## src/rtl/div_rr_scheduler.sv

```systemverilog
// Round-robin front end for a single shared iterative divider: arbitrates two
// requesters, launches the divider, short-circuits x/0 and aborts hung operations.
module div_rr_scheduler #(
  parameter int WIDTH   = 4,
  parameter int TIMEOUT = 32
) (
  input  logic             clk,
  input  logic             rst,
  input  logic             req0_valid,
  input  logic [WIDTH-1:0] req0_a,
  input  logic [WIDTH-1:0] req0_b,
  output logic             req0_ready,
  input  logic             req1_valid,
  input  logic [WIDTH-1:0] req1_a,
  input  logic [WIDTH-1:0] req1_b,
  output logic             req1_ready,
  output logic             rsp0_valid,
  output logic             rsp1_valid,
  output logic [WIDTH-1:0] rsp_q,
  output logic [WIDTH-1:0] rsp_r,
  output logic             rsp_err,
  output logic [WIDTH-1:0] div_a,
  output logic [WIDTH-1:0] div_b,
  output logic             div_en,
  input  logic [WIDTH-1:0] div_q,
  input  logic [WIDTH-1:0] div_r,
  input  logic             div_done,
  output logic             busy,
  output logic [1:0]       state_out
);

  typedef enum logic [1:0] {
    IDLE   = 2'd0,
    LAUNCH = 2'd1,
    WAIT   = 2'd2,
    RESP   = 2'd3
  } state_e;

  localparam logic [7:0] TMO = 8'(TIMEOUT);

  state_e           state_q;
  logic             owner_q;
  logic             last_grant_q;
  logic [7:0]       timer_q;
  logic [7:0]       timer_d;
  logic [WIDTH-1:0] div_a_q, div_b_q;
  logic [WIDTH-1:0] quo_q, rem_q;
  logic             err_q;

  logic             grant0, grant1;
  logic [WIDTH-1:0] sel_a, sel_b;

  // Contention goes to whichever side was not served last.
  always_comb begin
    grant0 = req0_valid;
    grant1 = req1_valid;
    if (req0_valid && req1_valid) begin
      grant0 = last_grant_q;
      grant1 = ~last_grant_q;
    end
  end

  assign sel_a   = grant1 ? req1_a : req0_a;
  assign sel_b   = grant1 ? req1_b : req0_b;
  assign timer_d = timer_q + 8'd1;

  always_ff @(posedge clk or posedge rst) begin
    if (rst) begin
      state_q      <= IDLE;
      owner_q      <= 1'b0;
      last_grant_q <= 1'b1;
      timer_q      <= 8'd0;
      div_a_q      <= '0;
      div_b_q      <= '0;
      quo_q        <= '0;
      rem_q        <= '0;
      err_q        <= 1'b0;
    end else begin
      case (state_q)
        IDLE: begin
          if (grant0 || grant1) begin
            div_a_q <= sel_a;
            div_b_q <= sel_b;
            owner_q <= grant1;
            if (sel_b == '0) begin
              quo_q   <= '1;
              rem_q   <= sel_a;
              err_q   <= 1'b1;
              state_q <= RESP;
            end else begin
              state_q <= LAUNCH;
            end
          end
        end
        LAUNCH: begin
          timer_q <= 8'd0;
          state_q <= WAIT;
        end
        WAIT: begin
          // A result landing on the timeout cycle still wins.
          if (div_done) begin
            quo_q   <= div_q;
            rem_q   <= div_r;
            err_q   <= 1'b0;
            state_q <= RESP;
          end else begin
            timer_q <= timer_d;
            if (timer_d == TMO) begin
              quo_q   <= '0;
              rem_q   <= '0;
              err_q   <= 1'b1;
              state_q <= RESP;
            end
          end
        end
        RESP: begin
          last_grant_q <= owner_q;
          state_q      <= IDLE;
        end
        default: state_q <= IDLE;
      endcase
    end
  end

  assign req0_ready = (state_q == IDLE) & grant0;
  assign req1_ready = (state_q == IDLE) & grant1;
  assign rsp0_valid = (state_q == RESP) & ~owner_q;
  assign rsp1_valid = (state_q == RESP) &  owner_q;
  assign rsp_q      = quo_q;
  assign rsp_r      = rem_q;
  assign rsp_err    = err_q;
  assign div_a      = div_a_q;
  assign div_b      = div_b_q;
  assign div_en     = (state_q == LAUNCH);
  assign busy       = (state_q != IDLE);
  assign state_out  = state_q;

endmodule

```

## config.mk

```make
export PLATFORM = sky130hd
export DESIGN_NAME = div_rr_scheduler
export DESIGN_NICKNAME = d
export VERILOG_FILES = /design/src/rtl/div_rr_scheduler.sv
export SDC_FILE = /design/constraint.sdc
export NUM_CORES = 1
export LEC_CHECK = 0
export ABC_CLOCK_PERIOD_IN_PS = 3200
export CAP_MARGIN = 20
export CORE_MARGIN = 3
export CORE_UTILIZATION = 49
export CTS_CLUSTER_SIZE = 30
export DETAILED_ROUTE_END_ITERATION = 6
export HOLD_SLACK_MARGIN = 0.03
export PLACE_DENSITY = 0.87
export SLEW_MARGIN = 40
export SYNTH_ARGS = -nofsm -noshare
export SYNTH_HDL_FRONTEND = slang
export SYNTH_SLANG_ARGS = --single-unit
```

## constraint.sdc

```tcl
create_clock -name clk -period 3.2 [get_ports clk]
set_clock_uncertainty 0.2 [all_clocks]
set_input_delay 0.64 -clock clk [delete_from_list [all_inputs] [get_ports clk]]
set_output_delay 0.64 -clock clk [all_outputs]
set_load 0.01 [all_outputs]
```

==> summary.txt, run 1 <==
Run status
  – Run status: finished clean

Final layout
  – Final Util: 0.730
  – # diodes: 0
  – Final Non-Filler Cells: 269
  – Multi-input logic area: 871 um2
  – Nets: 258
  – Share of cells above drive strength 1: 0.138
  – Register area: 727 um2
  – FILL cells: 232
  – Syn-to-layout area delta: 36.8%

Synth
  – Syn_nets: 200
  – Commonest cells in the netlist: 31 x nand2_1, 28 x dfrtp_1, 24 x o21ai_0
  – Asr flop ratio synth: 1.00
  – Number of synthesized register bits: 29
  – Number of flops mapped to enable cells by yosys: 0
  – Top-count cell post-synth: nand2_1
  – Syn Std Cell Area: 1680 um2
  – Area share of the largest cell type after synthesis: 0.416
  – Ranking of synthesized cells by area: dfrtp_1 42%, o21ai_0 7.1%, mux2_4 7.1%, nand2_1 6.9%, mux2i_1 5.4%
  – Area leader, netlist: dfrtp_1
  – Gate count of the mapped netlist: 166
  – Seq/Total Area, Yosys: 0.432
  – Yosys warns: 0
  – Ys flop type: dfrtp_1
  – Mean Syn Cell Area: 10.1 um2
  – Netlist cell types: 43

Timing
  – Slew HR: 0.681
  – Final Hold Violating Endpoints: 0
  – Final min period: 2.91 ns
  – RSZ-0062 raised after global routing: false
  – PnR worst setup slack: 0.290 ns
  – Setup_tns: 0 ns
  – Max Transition Viols Final: 0
  – Least-Margin Pin Slew: 0.476 ns
  – Final setup fails: 0
  – Peak Freq: 344 MHz
  – Period utilization: 0.909

Detailed routing
  – DRT iter0 DRCs: 63
  – Post-route ant nets: 0
  – DR vias: 1464
  – Drt pass-1 iters: 4
  – WL per Instance: 15.7 um
  – Residual DRC: 0
  – DR vias/cell: 5.44
  – Final wirelength: 4230 um

Setup path
  – Critical path class: input port to output port
  – Slowest cell delay on critical path: 0.54 ns
  – Worst path most repeated cell: clkdlybuf4s50_1
  – Master of the slowest instance on the critical path: clkdlybuf4s50_1
  – CP Capture Type: output port
  – Crit path max fanout: 4
  – Delay-heaviest family, CP: buffers and inverters
  – Capturing point of the worst reg2reg path: rsp_q[0]$_DFFE_PP0P_
  – CP startpoint kind: input port
  – R2R setup slack: 0.71 ns
  – Crit path buf inv count: 2
  – Worst path required time: 2.36 ns
  – Critical Path, Cell by Cell: clkdlybuf4s50_1 > a21boi_1 > and2_1 > clkdlybuf4s50_1
  – Worst Reg2Reg Path Length in Cells: 8
  – R2r startpoint: state_out[1]$_DFFE_PP0P_
  – CP arrival: 2.07 ns
  – Critical path depth: 4

Clock tree
  – Max Root-Sink Buffers: 2
  – CTS tree: built
  – H-tree levels: 2
  – Latest clock arrival within the worst-skew pair: 0.32 ns
  – Setup bufs post-CTS: 0
  – CTS Root Buffer Type: clkbuf_4
  – CTS Hold Bufs: 0
  – Clk slew on worst S/H paths: 0.10 ns
  – Clock Sinks: 29
  – Post-CTS sizing: 0
  – CTS Buf Count: 5

Hold path
  – HP Class: flip-flop to flip-flop
  – Hold Crit Start: div_a[2]$_DFFE_PP0P_
  – Hold EP: div_a[2]$_DFFE_PP0P_
  – WHS Path Cells: 2

Floorplanning
  – Die area: 4170 um2
  – Initial Utilization: 0.534
  – Core Box Area: 3150 um2
  – Die X: 64.6 um
  – # rows: 20
  – Die H: 64.6 um
  – I/O pins: 54

Power and ir drop
  – Internal Power: 1.16 mW
  – Worst vdd ir: 0.395 mV
  – Clock power share: 0.114
  – Leak: 0.981 nW
  – P_sw: 0.714 mW
  – Sequential share of power: 0.329
  – Pwr/cell area: 815 nW/um2
  – Combinational Power Share: 0.557
  – Sw Ratio: 0.380

Global route
  – Grt ovf: 0
  – GRT Util Overall: 0.219
  – Initial antenna violation count: 0
  – Vias in the first global route: 1512
  – First-pass GRT wire length: 7160 um
  – Pin count of the biggest net entering global routing: 30

Flow run
  – Max-cap violations: 0

Placement
  – Placed Instances: 261
  – Placer Congestion: 0.893
  – Placed wire-length estimate: 3260 um
  – IO buf count: 53
  – Pre-CTS WS: 0.298 ns
routing by layer:
| metal | wire [um] | GRT usage | vias up |
|---|---|---|---|
| li1 | - | - | 688 |
| met1 | 1790 | 0.267 | 709 |
| met3 | 303 | 0.0676 | 9 |
| met4 | 75 | 0.0739 | 0 |
| met5 | 0 | 0 | - |
| met2 | 2060 | 0.367 | 58 |
worst register-to-register path, stage by stage (launching register included):
cell and delay (ns):
dfrtp_1 0.43, inv_1 0.11, ha_1 0.35, inv_1 0.11, or3_1 0.38, o2111ai_2 0.13
o21ai_4 0.10, o211ai_4 0.22, mux2_4 0.35
cell usage in the layout (no fill, tap or decap), types with 2 or more instances in the layout:
cell type and count:
clkdlybuf4s50_1 53, nand2_1 31, dfrtp_1 28, o21ai_0 24
mux2i_1 9, mux2_4 8, inv_1 6, xnor2_1 5
nand2b_1 5, ha_1 5, clkbuf_4 5, buf_4 5
nand3_1 4, nor2_1 4, and2_1 2, nor2b_1 2
clkinv_2 2
cell families (layout without fill, tap and decap cells):
| family | count (synthesis) | in the layout | share of synthesized area |
|---|---|---|---|
| compound gates | 39 | 39 | 0.167 |
| xor+xnor | 6 | 6 | 0.0312 |
| fa+ha+maj | 5 | 5 | 0.0372 |
| buf+inv | 14 | 73 | 0.0506 |
| flops | 29 | 29 | 0.432 |
| mux | 18 | 18 | 0.132 |
| simple gates | 55 | 55 | 0.151 |
flip-flops by register name, indices dropped and copies added, names as in the netlist:
signal	cells
rsp_r	4
div_a	4
timer_q	8
last_grant_q	1
div_b	4
owner_q	1
state_out	2
rsp_err	1
rsp_q	4
area by class of cell:
type,instances,share of cell area
tap,44,0.0239
inverter,7,0.0114
timing repair buffer,58,0.247
clock inverter,3,0.00761
multi-input combinational,123,0.378
sequential,29,0.316
clock buffer,5,0.0163
power by group through the flow:
stage | registers (mW) | clock network, mW | logic (mW)
after global routing | 0.636 | 0.238 | 1.13
final | 0.616 | 0.214 | 1.04
after global placement | 0.611 | 0 | 1.00
after detailed placement | 0.624 | 0 | 1.05
after CTS | 0.616 | 0.221 | 1.06
after floorplan | 0.655 | 0 | 0.603
worst max-delay path by stage:
stage / slack [ns] / end / start
2_1_floorplan: 0.95 / rsp_q[0]$_DFFE_PP0P_ / state_out[0]$_DFFE_PP0P_
3_3_place_gp: 0.31 / req1_ready / req1_valid
3_5_place_dp: 0.30 / req1_ready / req1_valid
4_1_cts: 0.29 / req1_ready / req1_valid
5_1_grt: 0.19 / req1_ready / req1_valid
6_report: 0.29 / req1_ready / req1_valid
stage by stage:
step	power (mW)	hold slack (ns)	instance area, um2
4_1_cts	1.89	0.306	2300
6_report	1.88	0.306	2300
2_1_floorplan	1.26	0.264	1680
3_5_place_dp	1.67	0.282	2250
5_1_grt	2.01	0.339	2300
3_3_place_gp	1.61	0.267	2250
(Power assumes the default switching activity.)
==> run 2, diff against run 1 <==
Settings changed: CORE_MARGIN 3 to 2, SLEW_MARGIN 40 to not set.
==> run 2 against run 1 <==
Net effect:
- die area decreased by 6.1%
- sequential power about the same
- wire length decreased by 12%
- non-clock buffer count unchanged
- largest cell class unchanged
==> summary.txt, run 2 (synthesis gave the netlist of run 1 again) <==
Run status
  – Run status: finished clean

Timing
  – Period utilization: 0.907 (-0.00224)
  – RSZ-0062 raised after global routing: false
  – Final min period: 2.90 ns (-0.00717 ns)
  – Final setup fails: 0 (unchanged)
  – Peak Freq: 345 MHz (+0.25%)
  – Least-Margin Pin Slew: 0.478 ns (+0.00168 ns)
  – Final Hold Violating Endpoints: 0 (unchanged)
  – Max Transition Viols Final: 0 (unchanged)
  – Slew HR: 0.680 (-0.00112)
  – Setup_tns: 0 ns (unchanged)

Hold path
  – HP Class: flip-flop to flip-flop
  – WHS Path Cells: 2 (unchanged)

Power and ir drop
  – P_sw: 0.689 mW (-3.5%)
  – Combinational Power Share: 0.538 (-0.019)
  – Sequential share of power: 0.325 (-0.004)
  – Sw Ratio: 0.364 (-0.0168)
  – Worst vdd ir: 0.336 mV (-15%)
  – Clock power share: 0.137 (+0.023)
  – Internal Power: 1.21 mW (+3.8%)
  – Pwr/cell area: 817 nW/um2 (+0.26%)
  – Leak: 0.991 nW (+1.1%)

Clock tree
  – Clk slew on worst S/H paths: 0.09 ns (about the same)
  – Setup bufs post-CTS: 0 (unchanged)
  – H-tree levels: 2 (unchanged)
  – Latest clock arrival within the worst-skew pair: 0.33 ns (about the same)
  – CTS Buf Count: 5 (unchanged)
  – Post-CTS sizing: 0 (unchanged)
  – CTS tree: built
  – CTS Root Buffer Type: clkbuf_4
  – Clock Sinks: 29 (unchanged)
  – CTS Hold Bufs: 0 (unchanged)
  – Max Root-Sink Buffers: 2 (unchanged)

Detailed routing
  – Residual DRC: 0 (unchanged)
  – Post-route ant nets: 0 (unchanged)
  – Drt pass-1 iters: 4 (unchanged)
  – DR vias/cell: 5.11 (-6.1%)
  – DRT iter0 DRCs: 83 (+32%)
  – Final wirelength: 3710 um (-12%)
  – WL per Instance: 13.7 um (-13%)
  – DR vias: 1385 (-5.4%)

Global route
  – Initial antenna violation count: 0 (unchanged)
  – GRT Util Overall: 0.208 (-0.0106)
  – Vias in the first global route: 1347 (-11%)
  – First-pass GRT wire length: 6440 um (-10%)
  – Pin count of the biggest net entering global routing: 30 (unchanged)
  – Grt ovf: 0 (unchanged)

Floorplanning
  – I/O pins: 54 (unchanged)
  – Die H: 62.6 um (-3.1%)
  – Core Box Area: 3310 um2 (+5.0%)
  – # rows: 21 (+5.0%)
  – Initial Utilization: 0.508 (-0.0254)
  – Die X: 62.6 um (-3.1%)
  – Die area: 3920 um2 (-6.1%)

Placement
  – IO buf count: 53 (unchanged)
  – Placer Congestion: 0.816 (-8.6%)
  – Placed Instances: 263 (+0.77%)
  – Placed wire-length estimate: 2810 um (-14%)

Setup path
  – Critical path class: input port to output port
  – CP Capture Type: output port
  – CP arrival: 2.06 ns (about the same)
  – Crit path max fanout: 4 (unchanged)
  – Worst Reg2Reg Path Length in Cells: 8 (unchanged)
  – CP startpoint kind: input port
  – Worst path required time: 2.36 ns (about the same)

Final layout
  – FILL cells: 259 (+12%)
  – Final Non-Filler Cells: 271 (+0.74%)
  – Multi-input logic area: 871 um2 (unchanged)
  – Syn-to-layout area delta: 37.8%
  – Share of cells above drive strength 1: 0.138 (unchanged)
  – Most frequent cells in the layout: 53 x clkdlybuf4s50_1, 31 x nand2_1, 28 x dfrtp_1
  – Largest Register: timer_q
  – Most common cell after layout, fill and taps aside: clkdlybuf4s50_1
  – Nets: 258 (unchanged)
  – # diodes: 0 (unchanged)
  – Max reg flops: 8 (unchanged)
  – Register area: 727 um2 (unchanged)

Flow run
  – Max-cap violations: 0 (unchanged)
run 2: cell count changes in the layout (fill, tap and decap cells not counted):
cell | previous run | this run
clkbuf_8 | 0 | 2
clkinv_2 | 2 | 1
clkinvlp_4 | 1 | 0
run 2: metrics by stage:
step           hold WS (ns)  setup slack, ns  instance area [um2]   util  total power, mW
2_1_floorplan         0.264            0.949                 1680      -             1.26
3_3_place_gp          0.262            0.321                 2250  0.680             1.62
3_5_place_dp          0.275            0.300                 2250  0.680             1.65
4_1_cts               0.297            0.297                 2320  0.701             1.91
5_1_grt               0.326            0.211                 2320  0.701             2.03
6_report              0.292            0.297                 2320  0.701             1.89
run 2: worst max-delay path: stages:
cell	delay, ns
clkdlybuf4s50_1	0.51
a21boi_1	0.20
and2_1	0.17
clkdlybuf4s50_1	0.55
run 2: power by group through the flow:
stage	combinational [mW]	sequential [mW]	clock, mW
3_3_place_gp	1.00	0.615	0
3_5_place_dp	1.03	0.622	0
4_1_cts	1.03	0.616	0.265
2_1_floorplan	0.603	0.655	0
6_report	1.02	0.615	0.260
5_1_grt	1.11	0.638	0.281
run 2: path summary, 6_finish.rpt:
check	from	endpoint	slack, ns
worst max-delay path	req1_valid	req1_ready	0.30
worst min-delay path	div_b[0]$_DFFE_PP0P_	div_b[0]$_DFFE_PP0P_	0.29
worst max register to register	state_out[1]$_DFFE_PP0P_	rsp_r[1]$_DFFE_PP0P_	0.72
worst min register to register	div_b[0]$_DFFE_PP0P_	div_b[0]$_DFFE_PP0P_	0.29
max in group asynchronous	rst	last_grant_q$_DFFE_PP1N_	2.01
min in group asynchronous	rst	div_b[2]$_DFFE_PP0P_	0.47
run 2: layout make-up:
type,count,area share
multi-input combinational,123,0.375
sequential,29,0.313
timing repair buffer,58,0.245
clock buffer,7,0.0280
tap,46,0.0248
inverter,7,0.0113
clock inverter,1,0.00216
run 2: layer usage:
metal | vias to the layer above | GRT usage | wire length, um
li1 | 689 | - | -
met1 | 644 | 0.274 | 1720
met2 | 42 | 0.323 | 1660
met3 | 10 | 0.0595 | 254
met4 | 0 | 0.0861 | 72
met5 | - | 0 | 0
